$ cat src/rtl/inst_loader_pkg.sv
// Shared definitions for the debug instruction loader: command bytes, FSM states, end-of-program word.
package inst_loader_pkg;

   localparam int unsigned CMD_W = 8;

   localparam logic [CMD_W-1:0] CMD_LOAD = 8'h4C;
   localparam logic [CMD_W-1:0] CMD_RUN  = 8'h52;
   localparam logic [CMD_W-1:0] CMD_STEP = 8'h53;

   localparam logic [31:0] HALT_INSTR_DEFAULT = 32'hFFFF_FFFF;

   typedef enum logic [1:0] {
      ST_IDLE = 2'd0,
      ST_LOAD = 2'd1,
      ST_RUN  = 2'd2,
      ST_STEP = 2'd3
   } state_t;

endpackage

$ cat src/rtl/inst_loader_byte_packer.sv
// Packs an RX byte stream big-endian into words; word_valid pulses for one cycle per finished word.
module inst_loader_byte_packer #(
   parameter int unsigned NBITS   = 32,
   parameter int unsigned NB_BYTE = 8
) (
   input  logic               clk,
   input  logic               rst,
   input  logic               clr,
   input  logic               byte_valid,
   input  logic [NB_BYTE-1:0] byte_data,
   output logic               word_valid,
   output logic [NBITS-1:0]   word,
   output logic               done_c,
   output logic [NBITS-1:0]   word_c
);

   localparam int unsigned SHIFT_W  = NBITS - NB_BYTE;
   localparam logic [1:0]  LAST_CNT = 2'(NBITS / NB_BYTE - 1);

   logic [1:0]         cnt;
   logic [SHIFT_W-1:0] shift;

   // Word as it stands once the current byte is included; the top needs it at the same edge.
   assign word_c = {shift, byte_data};
   assign done_c = byte_valid && (cnt == LAST_CNT);

   always_ff @(posedge clk) begin
      if (!rst) begin
         cnt        <= '0;
         shift      <= '0;
         word_valid <= 1'b0;
         word       <= '0;
      end else begin
         word_valid <= 1'b0;
         if (clr) begin
            cnt   <= '0;
            shift <= '0;
         end else if (byte_valid) begin
            shift <= word_c[SHIFT_W-1:0];
            cnt   <= cnt + 2'd1;
            if (done_c) begin
               word_valid <= 1'b1;
               word       <= word_c;
            end
         end
      end
   end

endmodule

$ cat src/rtl/inst_loader.sv
// Debug loader: writes a UART byte stream into instruction memory, then gates pipeline run/step.
module inst_loader
   import inst_loader_pkg::*;
#(
   parameter int unsigned      NBITS      = 32,
   parameter int unsigned      NB_BYTE    = 8,
   parameter int unsigned      MEM_DEPTH  = 256,
   parameter logic [NBITS-1:0] HALT_INSTR = NBITS'(HALT_INSTR_DEFAULT)
) (
   input  logic               i_clk,
   input  logic               i_rst,
   input  logic [NB_BYTE-1:0] i_rx_data,
   input  logic               i_rx_valid,
   input  logic               i_halt_reached,
   output logic               o_inst_mem_wr_en,
   output logic [NBITS-1:0]   o_inst_mem_addr,
   output logic [NBITS-1:0]   o_inst_mem_data,
   output logic               o_enable,
   output logic               o_loaded,
   output logic               o_overflow,
   output logic [1:0]         o_state
);

   localparam logic [NBITS-1:0] LAST_ADDR = NBITS'((MEM_DEPTH - 1) * 4);

   state_t           state;
   logic [NBITS-1:0] addr;
   logic             pk_clr;
   logic             pk_byte_valid;
   logic             pk_done_c;
   logic [NBITS-1:0] pk_word_c;

   assign pk_byte_valid = i_rx_valid && (state == ST_LOAD);
   assign pk_clr        = i_rx_valid && (state == ST_IDLE) && (i_rx_data == NB_BYTE'(CMD_LOAD));

   inst_loader_byte_packer #(
      .NBITS   (NBITS),
      .NB_BYTE (NB_BYTE)
   ) u_packer (
      .clk        (i_clk),
      .rst        (i_rst),
      .clr        (pk_clr),
      .byte_valid (pk_byte_valid),
      .byte_data  (i_rx_data),
      .word_valid (o_inst_mem_wr_en),
      .word       (o_inst_mem_data),
      .done_c     (pk_done_c),
      .word_c     (pk_word_c)
   );

   assign o_inst_mem_addr = addr;
   assign o_state         = state;

   always_ff @(posedge i_clk) begin
      if (!i_rst) begin
         state      <= ST_IDLE;
         addr       <= '0;
         o_enable   <= 1'b0;
         o_loaded   <= 1'b0;
         o_overflow <= 1'b0;
      end else begin
         // Address moves on only after its write cycle and saturates at the last word.
         if (o_inst_mem_wr_en && (addr != LAST_ADDR)) begin
            addr <= addr + NBITS'(4);
         end
         unique case (state)
            ST_IDLE: begin
               if (i_rx_valid) begin
                  if (i_rx_data == NB_BYTE'(CMD_LOAD)) begin
                     state      <= ST_LOAD;
                     addr       <= '0;
                     o_loaded   <= 1'b0;
                     o_overflow <= 1'b0;
                  end else if (o_loaded && (i_rx_data == NB_BYTE'(CMD_RUN))) begin
                     state    <= ST_RUN;
                     o_enable <= 1'b1;
                  end else if (o_loaded && (i_rx_data == NB_BYTE'(CMD_STEP))) begin
                     state    <= ST_STEP;
                     o_enable <= 1'b1;
                  end
               end
            end
            ST_LOAD: begin
               if (pk_done_c) begin
                  if (pk_word_c == HALT_INSTR) begin
                     o_loaded <= 1'b1;
                     state    <= ST_IDLE;
                  end else if (addr == LAST_ADDR) begin
                     o_overflow <= 1'b1;
                     state      <= ST_IDLE;
                  end
               end
            end
            ST_RUN: begin
               if (i_halt_reached) begin
                  o_enable <= 1'b0;
                  state    <= ST_IDLE;
               end
            end
            ST_STEP: begin
               o_enable <= 1'b0;
               state    <= ST_IDLE;
            end
            default: state <= ST_IDLE;
         endcase
      end
   end

endmodule

$ cat config.mk
export PLATFORM = sky130hd
export DESIGN_NAME = inst_loader
export DESIGN_NICKNAME = d
export VERILOG_FILES = /design/src/rtl/inst_loader_pkg.sv /design/src/rtl/inst_loader_byte_packer.sv /design/src/rtl/inst_loader.sv
export SDC_FILE = /design/constraint.sdc
export NUM_CORES = 1
export LEC_CHECK = 0
export BUFFER_PORTS_ARGS = -buffer_cell sky130_fd_sc_hd__buf_2
export CAP_MARGIN = 40
export CORE_UTILIZATION = 58
export DETAILED_ROUTE_END_ITERATION = 6
export PLACE_DENSITY = 0.84
export SETUP_SLACK_MARGIN = 0.2
export SLEW_MARGIN = 10
export SYNTH_ARGS = -nofsm -noshare
export SYNTH_HDL_FRONTEND = slang
export SYNTH_SLANG_ARGS = --single-unit
$ cat constraint.sdc
create_clock -name i_clk -period 4.4 [get_ports i_clk]
set_input_delay 0.44 -clock i_clk [delete_from_list [all_inputs] [get_ports i_clk]]
set_output_delay 0.44 -clock i_clk [all_outputs]
set_load 0.02 [all_outputs]
# --- Word level (Yosys, flattened, before mapping) ---
# Cells that the tools add are included.
classes:
  addsub: 2
  n_eq_ne: 21
  muxes: 29
  bitwise: 3
  n_reduce_logical: 17
op_table:
  columns: ["operator", "n"]
  rows:
  - ["32-bit 2-to-1 mux", 4]
  - ["32-bit by 3-bit adder with 32-bit output, second input constant", 1]
  - ["32-bit by 10-bit == test with 1-bit output, second input constant", 1]
  - ["32-bit == test, second input constant", 1]
  - ["32-bit by 10-bit != test with 1-bit output, second input constant", 1]
  - ["8-bit by 7-bit == test with 1-bit output, second input constant", 3]
  - ["2-bit 2-to-1 mux", 8]
  - ["5-bit AND reduction", 3]
  - ["1-bit 2-to-1 mux", 13]
  - ["2-bit != test, second input constant", 5]
  - ["2-bit one-hot mux with 4 select lines", 1]
  - ["1-bit logical AND", 7]
  - ["2-bit == test, second input constant", 3]
  - ["2-bit by 1-bit != test with 1-bit output, second input constant", 3]
  - ["3-bit by 1-bit != test with 1-bit output, second input constant", 2]
  - ["6-bit AND reduction", 1]
  - ["4-bit by 1-bit != test with 1-bit output, second input constant", 1]
  - ["1-bit one-hot mux with 2 select lines", 2]
  - ["1-bit NOT", 3]
  - ["1-bit one-hot mux with 3 select lines", 1]
  - ["3-bit AND reduction", 1]
  - ["3-bit nonzero test", 1]
  - ["3-bit OR reduction", 1]
  - ["2-bit by 1-bit adder with 2-bit output, second input constant", 1]
  - ["other kinds (4)", 4]
word_totals:
  register_bits: 96
  input_bits: 12
  output_inout_bits: 70
  elab_cells: 81

# --- Depth between registers and ports, before layout ---
depth:
  ltp_word: 7
  depth_mapped: 7
  mapped_depth_nobuf: 6

# --- Modules after synthesis ---
# From an unflattened synthesis, not the netlist that was laid out.
unflattened:
  hier_cells: 464
  hier_area_um2: 4377.9
modules_own_cells:
  columns: ["module", "n_inst", "cells_per_inst", "area_each_um2", "seq_area_each_um2"]
  rows:
  - ["inst_loader_byte_packer", 1, 238, 2308.5, 1181.1]
  - ["inst_loader", 1, 226, 2069.5, 700.7]

# --- Worst setup path after synthesis ---
# Ideal clock, no wire load.
synth_timing:
  path_type: "reg2reg"
  startpoint: "register addr[2], in the netlist o_inst_mem_addr[2]"
  endpoint: "register addr[16], in the netlist o_inst_mem_addr[16]"
  setup_time_ps: 70
  arrival_ps: 1860
  path_slack_ps: 2470
  path_stages_with_launch: 8
  n_path_buf: 2
  synth_period_minus_slack_ps: 1930
  path_cell_list: "dfxtp_1 ha_1 and2_1 clkbuf_1 o211ai_1 buf_2 or3_2 a21oi_1"
synth_between:
  elab_chain_len: 6
  elab_cells_between_ends: 7
  cone_classes: "add/sub: 1; eq/ne: 1; mux: 4; reduce/logical: 1"
synth_rtl:
  columns: ["item", "line", "source"]
  rows:
  - ["from (decl)", "inst_loader.sv:27", "logic [NBITS-1:0] addr;"]
  - ["from (signal assigned)", "inst_loader.sv:64", "addr <= addr + NBITS'(4);"]
  - ["parallel branches: the longest is 2 deep, another holds 32-bit by 3-bit adder with 32-bit output", null, null]
  - ["32-bit 2-to-1 mux (*)", "inst_loader.sv:63", "if (o_inst_mem_wr_en && (addr != LAST_ADDR)) begin"]
  - ["32-bit 2-to-1 mux", "inst_loader.sv:69", "if (i_rx_data == NB_BYTE'(CMD_LOAD)) begin"]
  - ["32-bit 2-to-1 mux", "inst_loader.sv:68", "if (i_rx_valid) begin"]
  - ["32-bit 2-to-1 mux (*)", "inst_loader.sv:66", "unique case (state)"]
# Every way passes the cells marked *.
# A chain may end at the register's enable or synchronous reset.

# --- Final worst setup path ---
layout_timing:
  startpoint: "register addr[2], in the netlist o_inst_mem_addr[2]"
  endpoint: "register addr[28], in the netlist o_inst_mem_addr[28]"
# Same word-level chain as after synthesis.

==> impl_metrics.env <==
export IMPL_std_cell_rows=29
export IMPL_synth_commonest_cells="nand2_1, dfxtp_1, a21oi_1"
export IMPL_cts_tree="yes"
export IMPL_gp_congestion=0.901
export IMPL_cp_start_kind="flop"
export IMPL_grt_pass1_wl_um=16400
export IMPL_p_leak_nw=1.75
export IMPL_viasPerCell=5.94
export IMPL_worstHoldPathType="input port to flop"
export IMPL_rsz0062_at_grt="no"
export IMPL_die_h_um=85.1
export IMPL_synthToLayoutAreaGrowth_pct=14.9
export IMPL_muxShareOfSynthArea_pct=0.250
export IMPL_synth_edff_count=0
export IMPL_synth_most_common_cell="nand2_1"
export IMPL_crit_type="flop to flop"
export IMPL_drtIter0Drc=242
export IMPL_rrSetupSlack_ns=1.62
export IMPL_post_place_ws_ns=1.84
export IMPL_synth_area_leader_cell="dfxtp_1"
export IMPL_slew_headroom_pct=39.0
export IMPL_hpwl_um=7220
export IMPL_track_usage_pct=28.9
export IMPL_fin_area_um2=4600
export IMPL_grt_antenna_before_repair=1
export IMPL_synth_fa_ha_area_share_pct=0.624
export IMPL_ys_flop_type="dfxtp_1"
export IMPL_dieArea_um2=7250
export IMPL_ys_seq_area_share_pct=46.9
export IMPL_worst_slack_ns=1.62
export IMPL_finalHoldViolations=0
export IMPL_drv_cap=0
export IMPL_synth_area_per_cell_um2=8.18
export IMPL_yosys_warnings=0
export IMPL_vdd_drop_max_mv=0.253
export IMPL_path_max_fanout=15
export IMPL_rr_startpoint="o_inst_mem_addr[2]"
export IMPL_io_pins=82
export IMPL_tns_ns=0
export IMPL_fin_nets=572
export IMPL_worstHoldStart="i_rx_data[1]"
export IMPL_synth_top_area_share_pct=46.9
export IMPL_power_density_nw_per_um2=316
export IMPL_finalSetupViolations=0
export IMPL_dpl_cell_area_um2=4410
export IMPL_grt_max_degree=27
export IMPL_ctsHtreeMaxLevel=3
export IMPL_postCtsSetupBuffers=0
export IMPL_synth_compound_area_share_pct=16.4
export IMPL_postSynth_asyncResetShare_pct=0
export IMPL_fin_worst_skew_ns=0.00782
export IMPL_clk_pin_slew_ns=0.09
export IMPL_rr_worst_depth=6
export IMPL_drive_above_1_share_pct=19.2
export IMPL_drc=0
export IMPL_crit_start="o_inst_mem_addr[2]"
export IMPL_synthCells=490
export IMPL_overflow=0
export IMPL_numCtsBuffers=9
export IMPL_worstMarginPinSlew_ns=0.911
export IMPL_clock_latency_ns=0.37
export IMPL_fmax_ghz=0.360
export IMPL_synth_area_leaders="dfxtp_1, nand2_1, a21oi_1"
export IMPL_r2r_end="o_inst_mem_addr[28]"
export IMPL_arrival_ns=3.08
export IMPL_outcome="finished, final reports clean"
export IMPL_finalCritPeriodShare_pct=63.1
export IMPL_ctsResizeCount=0
export IMPL_hold_buffers=0
export IMPL_root_buffer="clkbuf_8"
export IMPL_whs_ns=0.346
export IMPL_die_w_um=85.1
export IMPL_slew_violations=0
export IMPL_ys_seq_elements=94
export IMPL_worstPathRequired_ns=4.70
export IMPL_hold_end="u_packer.shift[1]"
export IMPL_coreArea_um2=6490
export IMPL_cts_sinks=94
export IMPL_hold_path_depth=3
export IMPL_cp_end_kind="flop"
export IMPL_grt_pass1_vias=3366
export IMPL_synthSimpleGateAreaFrac_pct=27.0
export IMPL_fin_crit_ns=2.78
export IMPL_first_pass_iters=5
export IMPL_drt_total_wl_um=10100
export IMPL_drt_antenna_violating_nets=0
export IMPL_syn_area_um2=4010
export IMPL_vias=3804
export IMPL_synth_cell_types=55
export IMPL_fillers=538
export IMPL_initial_core_util_pct=61.7
export IMPL_routedWlPerCell_um=15.7
export IMPL_clock_path_buffers=2
export IMPL_io_buffers=79
export IMPL_synth_xor_area_share_pct=4.15
export IMPL_synth_top_family_by_area="simple AND/OR/NAND/NOR gates"
[critical path, cell delays in order, from the launching register on]
cell and delay, ns:
dfxtp_1 0.43, ha_1 0.21, nor4b_1 0.33, nand4_1 0.47
o211ai_1 0.90, o31ai_1 0.19, a21oi_1 0.18
[per-stage QoR]
stage | cells | utilization, % | total power, mW
finish | 640 | 70.9 | 1.45
CTS | 639 | 70.9 | 1.46
global placement | 621 | 67.3 | 0.908
global route | 640 | 70.9 | 1.49
floorplan | 491 | - | 0.897
detailed placement | 624 | 67.9 | 0.910
[metal layers]
metal | track usage [%] | vias up | share of wire (%)
met4 | 9.24 | 0 | 1.6
met3 | 5.93 | 15 | 6.8
met5 | 0 | - | 0
met1 | 40.7 | 1803 | 47
li1 | - | 1845 | -
met2 | 44.9 | 141 | 45
[cells by family after synthesis]
group | after synthesis
xor gates and xnor gates | 19
adders and majority gates | 2
muxes | 1
other | 1
DFF | 94
and+or+nand+nor | 231
buffers and inverters | 35
AOI/OAI and AO/OA | 107
[flip-flops by register name, summed over array words and instances, names as in the netlist]
signal               flops
o_inst_mem_addr         30
u_packer.word_valid      1
o_state                  2
o_loaded                 1
o_enable                 1
u_packer.word           32
u_packer.shift          24
u_packer.cnt             2
o_overflow               1
[layout make-up]
type                       instances  area (µm²)  area share, %
clock buffer                      10         128           2.77
clock inverter                     5        61.3           1.33
timing repair buffer              86         470           10.2
tap                               77        96.3           2.09
multi-input combinational        362        1950           42.3
sequential                        94        1880           40.9
antenna                            1        2.50         0.0543
inverter                           5        18.8          0.408
[where the power goes]
part           internal, mW  switching [mW]
clock                 0.260           0.302
combinational        0.0115          0.0291
sequential            0.850        0.000586
total                  1.12           0.331
[worst max path at each step]
| stage | endpoint | cells after the start |
|---|---|---|
| 6_report | o_inst_mem_addr[28] | 6 |
| 5_1_grt | o_inst_mem_addr[28] | 6 |
| 4_1_cts | o_inst_mem_addr[28] | 6 |
| 3_5_place_dp | o_inst_mem_addr[16] | 6 |
| 3_3_place_gp | o_inst_mem_addr[16] | 5 |
| 2_1_floorplan | o_inst_mem_addr[16] | 7 |
[layout by cell type (no fill, tap or decap), types with 4 or more instances in the layout]
master	n
nor4_1	11
o211ai_1	4
o21ai_0	7
inv_1	4
nand4_1	16
nand3_1	10
nor2_1	33
and3_1	4
or4_1	6
xor2_1	12
dfxtp_1	94
buf_2	79
clkbuf_8	9
xnor2_1	7
buf_4	4
nand2_1	126
a21oi_1	68
o31ai_1	6
Power figures use the tool's default switching activity.
